`src/rtl/string_fetch_pkg.sv`:
```
// Shared definitions for the string fetch unit: FSM states, little-endian
// byte-lane codes and the string terminator.
package string_fetch_pkg;

   typedef enum logic [2:0] {
      IDLE,
      FETCH,
      WAIT,
      EMIT,
      FINISH
   } state_t;

   localparam logic [1:0] LANE0 = 2'd0;
   localparam logic [1:0] LANE1 = 2'd1;
   localparam logic [1:0] LANE2 = 2'd2;
   localparam logic [1:0] LANE3 = 2'd3;

   localparam logic [7:0] NUL = 8'h00;

   function automatic logic isWordBoundary(input logic [1:0] offset);
      return offset == LANE0;
   endfunction

endpackage

```
`src/rtl/byte_lane_select.sv`:
```
// Little-endian byte picker: offset 0 returns bits [7:0], offset 3 bits [31:24].
module byte_lane_select
   import string_fetch_pkg::*;
(
   input  logic [31:0] word,
   input  logic [1:0]  offset,
   output logic [7:0]  laneByte
);

   always_comb begin
      laneByte = word[7:0];
      case (offset)
         LANE0:   laneByte = word[7:0];
         LANE1:   laneByte = word[15:8];
         LANE2:   laneByte = word[23:16];
         LANE3:   laneByte = word[31:24];
         default: laneByte = word[7:0];
      endcase
   end

endmodule

```
`src/rtl/string_fetch_unit.sv`:
```
// Walks a NUL-terminated string in word-addressed memory and streams its bytes
// over a valid/ready port. Define STR_WORD_BUFFER_EN to reuse each fetched word.
module string_fetch_unit
   import string_fetch_pkg::*;
#(
   parameter int unsigned MAX_LEN = 1024,
   parameter int unsigned ADDR_W  = 32
) (
   input  logic              clk,
   input  logic              rst_n,
   input  logic              start,
   input  logic [ADDR_W-1:0] str_addr,
   output logic              busy,
   output logic              done,
   output logic              truncated,
   output logic              mem_rd_en,
   output logic [ADDR_W-1:0] mem_addr,
   input  logic [31:0]       mem_rd_data,
   output logic              char_valid,
   output logic [7:0]        char_data,
   input  logic              char_ready
);

   localparam int unsigned CNT_W = $clog2(MAX_LEN + 1);

   state_t            state;
   logic [ADDR_W-1:0] ptr;
   logic [ADDR_W-1:0] nextPtr;
   logic [CNT_W-1:0]  count;
   logic [CNT_W-1:0]  nextCount;
   logic [31:0]       wordReg;
   logic [31:0]       selWord;
   logic [1:0]        selOff;
   logic [7:0]        selByte;
   logic              lastChar;

   // One lane picker serves both the fresh read (in WAIT) and the held word
   // (next byte after a handshake), so char_valid/char_data can be registered.
   always_comb begin
      nextPtr   = ptr + ADDR_W'(1);
      nextCount = count + CNT_W'(1);
      lastChar  = (nextCount == CNT_W'(MAX_LEN));
      selWord   = wordReg;
      selOff    = nextPtr[1:0];
      if (state == WAIT) begin
         selWord = mem_rd_data;
         selOff  = ptr[1:0];
      end
   end

   byte_lane_select laneSel (
      .word     (selWord),
      .offset   (selOff),
      .laneByte (selByte)
   );

   always_ff @(posedge clk) begin
      if (!rst_n) begin
         state      <= IDLE;
         busy       <= 1'b0;
         done       <= 1'b0;
         truncated  <= 1'b0;
         mem_rd_en  <= 1'b0;
         mem_addr   <= '0;
         char_valid <= 1'b0;
         char_data  <= '0;
         ptr        <= '0;
         count      <= '0;
         wordReg    <= '0;
      end else begin
         done      <= 1'b0;
         truncated <= 1'b0;
         mem_rd_en <= 1'b0;
         case (state)
            IDLE: begin
               if (start) begin
                  ptr       <= str_addr;
                  count     <= '0;
                  busy      <= 1'b1;
                  mem_rd_en <= 1'b1;
                  mem_addr  <= {str_addr[ADDR_W-1:2], 2'b00};
                  state     <= FETCH;
               end
            end

            FETCH: state <= WAIT;

            WAIT: begin
               wordReg    <= mem_rd_data;
               char_data  <= selByte;
               char_valid <= (selByte != NUL);
               state      <= EMIT;
            end

            EMIT: begin
               // char_valid low in EMIT means the selected byte was the terminator
               if (!char_valid) begin
                  busy  <= 1'b0;
                  done  <= 1'b1;
                  state <= FINISH;
               end else if (char_ready) begin
                  ptr        <= nextPtr;
                  count      <= nextCount;
                  char_valid <= 1'b0;
                  if (lastChar) begin
                     busy      <= 1'b0;
                     done      <= 1'b1;
                     truncated <= 1'b1;
                     state     <= FINISH;
                  end
`ifdef STR_WORD_BUFFER_EN
                  else if (!isWordBoundary(nextPtr[1:0])) begin
                     char_data  <= selByte;
                     char_valid <= (selByte != NUL);
                  end
`endif
                  else begin
                     mem_rd_en <= 1'b1;
                     mem_addr  <= {nextPtr[ADDR_W-1:2], 2'b00};
                     state     <= FETCH;
                  end
               end
            end

            FINISH: state <= IDLE;

            default: state <= IDLE;
         endcase
      end
   end

endmodule

```
`config.mk`:
```
export PLATFORM = sky130hd
export DESIGN_NAME = string_fetch_unit
export DESIGN_NICKNAME = d
export VERILOG_FILES = /design/src/rtl/string_fetch_pkg.sv /design/src/rtl/byte_lane_select.sv /design/src/rtl/string_fetch_unit.sv
export SDC_FILE = /design/constraint.sdc
export NUM_CORES = 1
export LEC_CHECK = 0
export ABC_CLOCK_PERIOD_IN_PS = 4200
export CORE_MARGIN = 2
export CORE_UTILIZATION = 43
export CTS_BUF_LIST = sky130_fd_sc_hd__clkbuf_4 sky130_fd_sc_hd__clkbuf_8
export DETAILED_ROUTE_END_ITERATION = 10
export HOLD_SLACK_MARGIN = 0.03
export PLACE_DENSITY = 0.66
export REMOVE_ABC_BUFFERS = 1
export SKIP_CTS_REPAIR_TIMING = 1
export SYNTH_ARGS = -nofsm -noshare
export SYNTH_HDL_FRONTEND = slang
export SYNTH_SLANG_ARGS = --single-unit
```
`constraint.sdc`:
```
create_clock -name clk -period 4.2 [get_ports clk]
set_input_delay 0.84 -clock clk [delete_from_list [all_inputs] [get_ports clk]]
set_output_delay 0.84 -clock clk [all_outputs]
set_load 0.01 [all_outputs]
```
Yosys cells after proc, flatten, opt, wreduce, memory -nomap -nowiden --
Cells that the tools add are included.
Storage, ports and cells: flip-flop bits (word level) 123, output and inout port bits 45
Operators by class: add/sub/neg operators 2, equal/unequal tests 13, muxes and demuxes 37, reductions and logical operators 11
Operator list (number):
- 32-bit two-way mux | 8
- 32-bit case mux with 2 select lines | 2
- 11-bit two-way mux | 3
- 32-bit by 1-bit adder with 32-bit output (second input constant) | 1
- 8-bit case mux with 4 select lines | 1
- 11-bit case mux with 2 select lines | 1
- 1-bit two-way mux | 13
- 3-bit two-way mux | 4
- 3-bit case mux with 4 select lines | 1
- 11-bit by 1-bit adder with 11-bit output (second input constant) | 1
- 11-bit equality test (second input constant) | 1
- 2-bit != test (second input constant) | 4
- 4-bit AND reduction | 2
- 8-bit nonzero test | 1
- 3-bit by 2-bit equality test with 1-bit output (second input constant) | 2
- 3-bit != test (second input constant) | 2
- 1-bit case mux with 2 select lines | 3
- 5-bit AND reduction | 1
- 2-bit equality test (second input constant) | 2
- 2-bit AND reduction | 2
- 2-bit nonzero test | 2
- 3-bit by 1-bit equality test with 1-bit output (second input constant) | 1
- 3-bit zero test | 1
- 3-bit AND reduction | 1
- other kinds (3) | 3

Logic depth before layout (Yosys ltp) --
depth after elaboration 6, mapped depth 9, gate-level depth less buffers 7

Hierarchy --
A second synthesis with hierarchy kept.
Second synthesis, totals: cell total of the unflattened synthesis 800, area total of the unflattened synthesis 6075.8 sq um
By module, submodules not included:
- string_fetch_unit | instances 1, cells each 790, area an instance 5879.4 sq um
- byte_lane_select | instances 1, cells each 10, area an instance 196.4 sq um

Least setup slack after synthesis --
Ideal clock, no wire load.
kind input port to flip-flop, start input start, end register mem_addr[14], library setup time 0.070 ns, data arrival time 2.086 ns, data required time 4.130 ns, slack 2.044 ns, cell stages on the path 6, path buffers 2, cell sequence nor3b_1 -> o21a_1 -> buf_1 -> clkbuf_1 -> nand3_1 -> a21oi_1
On the way: cells in the longest elaborated chain, start to end 2
RTL lines:
- start, declared | RTL line string_fetch_unit.sv:11 | input logic start,
- 2-bit != test (no line)
- 5-bit AND reduction (no line)
- end signal, assigned | RTL line string_fetch_unit.sv:81 | mem_addr <= {str_addr[ADDR_W-1:2], 2'b00};
- end signal, assigned | RTL line string_fetch_unit.sv:119 | mem_addr <= {nextPtr[ADDR_W-1:2], 2'b00};
- end, declared | RTL line string_fetch_unit.sv:17 | output logic [ADDR_W-1:0] mem_addr,
Every way passes these cells. A chain may end at the register's enable or synchronous reset.

Worst setup path after layout --
start register count[0], end register mem_addr[17]
On the way: cells in the longest elaborated chain, start to end 4
RTL lines:
- start, declared | RTL line string_fetch_unit.sv:29 | logic [CNT_W-1:0] count;
- start signal, assigned | RTL line string_fetch_unit.sv:103 | count <= nextCount;
- 11-bit by 1-bit adder with 11-bit output | RTL line string_fetch_unit.sv:41 | nextCount = count + CNT_W'(1);
- 11-bit equality test | RTL line string_fetch_unit.sv:42 | lastChar = (nextCount == CNT_W'(MAX_LEN));
- 2-bit != test (no line)
- 5-bit AND reduction (no line)
Every way passes these cells.

==> flow_summary.json <==
{
  "power_density_mw_per_mm2": 322,
  "wl_per_cell_um": 15.5,
  "wl_met3_um": 704,
  "crit_path_start_kind": "register",
  "synth_most_common_cell": "nand2_1",
  "via_count": 5738,
  "diodes": 0,
  "cts-buffers-inserted": 9,
  "fp.dieW_um": 119,
  "dp_hpwl_mm": 10.8,
  "grt_pass1_wl_mm": 26.1,
  "clk_pin_slew_ns": 0.11,
  "status": "finished, final reports clean",
  "drive_gt1_share_pct": 5.73,
  "slew_viol_final": 0,
  "synth_cell_type_count": 65,
  "dr.pass1.iters": 7,
  "die-height_um": 119,
  "placeableCoreArea_mm2": 0.0131,
  "rsz0062_at_grt": "no",
  "ctsHtreeMaxLevel": 3,
  "drtAntennaViolNets": 0,
  "netlist.area_leader.share_pct": 37.8,
  "synthCells": 760,
  "clkLatencyLatePin_ns": 0.39,
  "synthTopCellsByCount": "nand2_1 (139), dfxtp_1 (108), a21oi_1 (84), o21ai_0 (55), nor2_1 (51)",
  "fin_area_mm2": 0.00710,
  "synth.yosys.seq_area_share_pct": 37.8,
  "grt_pass1_vias": 5494,
  "drc": 0,
  "drv_cap": 0,
  "setup_tns_ns": 0,
  "dr_wl_met2_mm": 7.66,
  "power_mw": 2.29,
  "clock_path_buffers": 2,
  "routed_via_density": 5.66,
  "start_util_pct": 43.6,
  "routed_wl_mm": 15.7,
  "synth_top_flop_cell": "dfxtp_1",
  "nets": 902,
  "portBuffers": 110,
  "wl_met1_mm": 7.14,
  "gp_congestion": 0.814,
  "syn_avg_cell_area_um2": 7.53,
  "grt-ovfl-total": 0,
  "fin_crit_ns": 3.06,
  "worst_ep_arrival_time_ns": 3.35,
  "ys_warn_count": 0,
  "endpoint_kind": "register",
  "synth_async_sr_flop_share_pct": 0,
  "drt_iter0_drc": 430,
  "yosys-top-cells-area": "dfxtp_1 (38%), nand2_1 (9.1%), a21oi_1 (7.3%)",
  "ir_worst_vdd_uv": 213,
  "placed_cell_area_mm2": 0.00691,
  "ys_seq_elements": 108,
  "max_freq_mhz": 327,
  "tightest_slew_ns": 1.04,
  "critPathMaxFanout": 10,
  "hold_viol": 0,
  "synth_edf_count": 0,
  "setup_violations": 0,
  "area_growth_pct": 24.0,
  "grt_max_degree": 54,
  "min_period_over_period_pct": 72.8,
  "io_pins": 113,
  "cts.sinks": 108,
  "tritoncts": "built",
  "criticalPathCategory": "register to register",
  "relSlewSlack_pct": 30.3,
  "clock-skew-final_ns": 0.0146,
  "groute.usage.overall_pct": 22.3,
  "syn_area_mm2": 0.00572,
  "yosys.area.top_type": "dfxtp_1",
  "dieArea_mm2": 0.0142,
  "min_path_type": "register to register",
  "fp-row-count": 42,
  "grt_antenna_before_repair": 0,
  "topRoutingLayerUsed": "met4",
  "worstPathRequired_ns": 4.49,
  "root_buffer": "clkbuf_8",
  "p_leak_nw": 2.48
}
==> power breakdown <==
| part | internal [mW] | switching, mW | leakage, nW |
|---|---|---|---|
| clock network | 0.260 | 0.372 | 0.101 |
| logic | 0.243 | 0.260 | 1.50 |
| registers | 1.09 | 0.0594 | 0.882 |
==> per-stage QoR <==
step / hold WS [ns] / cells / util [%] / setup slack [ns]
floorplan: 0.433 / 697 / - / 0.754
global placement: 0.443 / 997 / 52.6 / 0.952
detailed placement: 0.447 / 997 / 52.6 / 0.924
CTS: 0.462 / 1013 / 54.0 / 1.19
global route: 0.475 / 1013 / 54.0 / 0.901
finish: 0.464 / 1013 / 54.0 / 1.14
==> worst paths after layout <==
path / cells after the start / slack, ns / startpoint / to
setup / recovery: 7 / 1.14 / count[0]$_SDFFE_PN0P_ / mem_addr[17]$_SDFFE_PN0P_
hold / removal: 2 / 0.46 / wordReg[31]$_SDFF_PN0_ / wordReg[31]$_SDFF_PN0_
setup reg to reg: 7 / 1.14 / count[0]$_SDFFE_PN0P_ / mem_addr[17]$_SDFFE_PN0P_
hold reg to reg: 2 / 0.46 / wordReg[31]$_SDFF_PN0_ / wordReg[31]$_SDFF_PN0_
==> state kept, by name (all words and copies together), names as in the netlist <==
| name | count |
|---|---|
| busy | 1 |
| char_data | 8 |
| char_valid | 1 |
| count | 11 |
| done | 1 |
| mem_addr | 30 |
| mem_rd_en | 1 |
| ptr | 32 |
| state | 3 |
| truncated | 1 |
| wordReg | 19 |
==> worst max-delay path, cell delays in order, from the launching register on <==
cell and delay (ns):
dfxtp_1 0.39, ha_1 0.25, and3_1 0.28, a21oi_1 0.10, o211a_1 0.25, o211ai_1 0.84, nand2_1 0.43, o41ai_1 0.41
==> layer usage <==
layer  track usage, %  vias up
li1                 -     2847
met1             28.5     2721
met2             37.8      158
met3             4.98       12
met4             6.40        0
met5                0        -
==> cell type report <==
class	count	area [um2]
Sequential cell	108	2160
Fill cell	1290	6040
Clock buffer	12	159
Tap cell	176	220
Multi-Input combinational cell	579	3280
Timing Repair Buffer	124	1210
Inverter	10	37.5
Clock inverter	4	31.3
==> placed cells by master (no fill, tap or decap), drive strengths merged, types with 5 or more instances in the layout <==
cell	Yosys	final
a211oi	5	5
a21oi	85	85
a31oi	9	9
and2	9	9
and3	7	7
and4	13	13
buf	23	14
clkbuf	41	12
clkdlybuf4s50	0	110
dfxtp	108	108
inv	9	12
mux2	6	6
mux2i	20	20
nand2	139	139
nand2b	5	5
nand3	39	39
nand4	12	12
nor2	51	51
nor3	17	17
nor4	5	5
o211ai	8	8
o21a	5	5
o21ai	56	56
o31ai	5	5
or3	9	9
xnor2	6	6
xor2	10	10
==> cells by family (layout without fill, tap and decap cells) <==
logic type	count (synthesis)	after routing	synth area share, %
xor+xnor	16	16	2.45
compound gates	207	207	21.5
mux	27	27	5.07
fa+ha+maj	2	2	0.437
other cells	1	2	0.0655
simple gates	325	325	27.5
flops	108	108	37.8
buf+inv	74	150	5.27
Note: power is estimated with default switching activity, not from simulation.
==> RTL edit (same flow settings) <==
Change the parameter `MAX_LEN` from 1024 to 2048.
--- a/src/rtl/string_fetch_unit.sv
+++ b/src/rtl/string_fetch_unit.sv
@@ -3,7 +3,7 @@
 module string_fetch_unit
    import string_fetch_pkg::*;
 #(
-   parameter int unsigned MAX_LEN = 1024,
+   parameter int unsigned MAX_LEN = 2048,
    parameter int unsigned ADDR_W  = 32
 ) (
    input  logic              clk,
Behaviour: same outputs for any inputs over 4 cycles, from zero or initial values and one cycle with rst_n low; that may be too few to reach the edited logic, so the function may still have changed.
==> RTL edit against the unedited design <==
Setup slack got worse by 0.016 ns. Area after synthesis rose by 5.0%. Critical path depth unchanged. Highest routed layer unchanged. Sequential power up 9%. Critical path type unchanged. Design area rose by 6.9%. Largest cell class unchanged. Power increased by 25%. Sequential cell count is 7 higher. Worst hold slack got worse by 0.012 ns. Routed wire length increased by 10%.
==> RTL edit: results (changes against the unedited design) <==
\begin{tabular}{lr}
\hline
Metric & Value \\
\hline
\multicolumn{2}{l}{\textbf{Detailed routing}} \\
Routed len/inst & 16.1 microns (was 15.5 microns) \\
DR iter-0 viols & 474 (was 430) \\
DRT Wirelength & 17.3 mm (was 15.7 mm) \\
Total number of vias & 6201 (was 5738) \\
\multicolumn{2}{l}{\textbf{Global routing}} \\
Maximum number of pins on one net before global-route repair & 58 (was 54) \\
Vias in the first global route & 5979 (was 5494) \\
First-pass GRT wire length & 28.3 mm (was 26.1 mm) \\
Total global routing track utilization & 0.239 (was 0.223) \\
\multicolumn{2}{l}{\textbf{Placement}} \\
Routability Congestion & 0.847 (was 0.814) \\
Worst setup slack before clock tree synthesis & 1.01 ns (was 0.924 ns) \\
DP Cell Count & 1048 (was 997) \\
Estimated wirelength of the detail-placed design & 11.8 mm (was 10.8 mm) \\
\multicolumn{2}{l}{\textbf{Critical path}} \\
Cell at the slowest stage of the critical path & or4\_1 (was o211ai\_1) \\
Family with the most delay on the worst path & simple AND/OR/NAND/NOR gates (was compound AO/OA/AOI/OAI gates) \\
Capturing instance or port of the critical path & mem\_addr[28] (was mem\_addr[17]) \\
\multicolumn{2}{l}{\textbf{Clocking}} \\
Cts bufs inserted & 17 (was 9) \\
Clock insertion delay at the later pin of the skew report & 0.44 ns (was 0.39 ns) \\
Number of H-tree branching levels & 4 (was 3) \\
\multicolumn{2}{l}{\textbf{Synth}} \\
Synth Instances & 812 (was 760) \\
Unique cell type count in the Yosys netlist & 60 (was 65) \\
\multicolumn{2}{l}{\textbf{Pwr}} \\
Peak supply drop & 185 uV (was 213 uV) \\
Leakage power of the design & 2.57 nW (was 2.48 nW) \\
\multicolumn{2}{l}{\textbf{Cells and area}} \\
Largest registers ranked by flip-flop count & ptr (32), mem\_addr (30), wordReg (25) (was ptr (32), mem\_addr (30), wordReg (19)) \\
Filler cells & 1314 (was 1290) \\
Layout cells sized above 1 & 0.0646 (was 0.0573) \\
Nets & 957 (was 902) \\
\multicolumn{2}{l}{\textbf{Run status}} \\
Outcome & finished clean (unchanged) \\
\multicolumn{2}{l}{\textbf{Timing}} \\
Min setup slack post-route & 1.12 ns (was 1.14 ns) \\
Final worst clock skew & 0.0100 ns (was 0.0146 ns) \\
\hline
\end{tabular}
-- RTL edit: area by class of cell --
class                   count  area [sq um]  area share
flip-flops and latches    115          2300       0.303
clock inverters             5           100      0.0132
multi-input cells         624          3430       0.452
well taps                 180           225      0.0297
clock buffers              25           313      0.0412
inverters                   5          18.8     0.00247
repair buffers            124          1200       0.158
-- RTL edit: worst min-delay path, cell delays in order, from the launching register on --
cell     delay [ns]
dfxtp_1        0.31
nand2_1        0.05
a21oi_1        0.05
-- RTL edit: cells by family after synthesis --
family                   after synthesis  synth area share
other                                  1          0.000624
buffers and inverters                 74            0.0487
XOR/XNOR                              13            0.0190
AND/OR/NAND/NOR                      355             0.278
flip-flops                           115             0.383
AO/OA/AOI/OAI                        245             0.252
multiplexers                           7            0.0137
adder cells (fa/ha/maj)                2           0.00417
-- RTL edit: power by group through the flow --
stage               sequential, W  combinational [W]  clock (W)
finish                    0.00125           0.000533    0.00109
CTS                       0.00125           0.000534    0.00111
floorplan                 0.00127           0.000268          0
global route              0.00126           0.000589    0.00116
global placement          0.00127           0.000525          0
detailed placement        0.00127           0.000532          0
-- RTL edit: metal layers --
layer | up-vias | global-route usage | part of all wire
met3 | 26 | 0.0576 | 0.058
li1 | 3075 | - | -
met1 | 2879 | 0.298 | 0.45
met5 | - | 0 | 0
met4 | 0 | 0.0948 | 0.016
met2 | 221 | 0.397 | 0.48
-- RTL edit: worst min path at each step --
stage                      start      endpoint  slack [ns]  cells past startpoint
floorplan            wordReg[13]   wordReg[13]        0.43                      2
CTS                  wordReg[15]   wordReg[15]        0.45                      2
global route        mem_addr[13]  mem_addr[13]        0.48                      2
finish               wordReg[15]   wordReg[15]        0.45                      2
global placement    mem_addr[18]  mem_addr[18]        0.44                      2
detailed placement   wordReg[15]   wordReg[15]        0.44                      2
-- RTL edit: through the flow --
stage	hold WS (ns)	instance area [sq um]	util
after global routing	0.478	7590	0.551
after floorplan	0.432	5740	-
after CTS	0.453	7590	0.551
final	0.451	7590	0.551
after detailed placement	0.444	7170	0.521
after global placement	0.439	7170	0.521
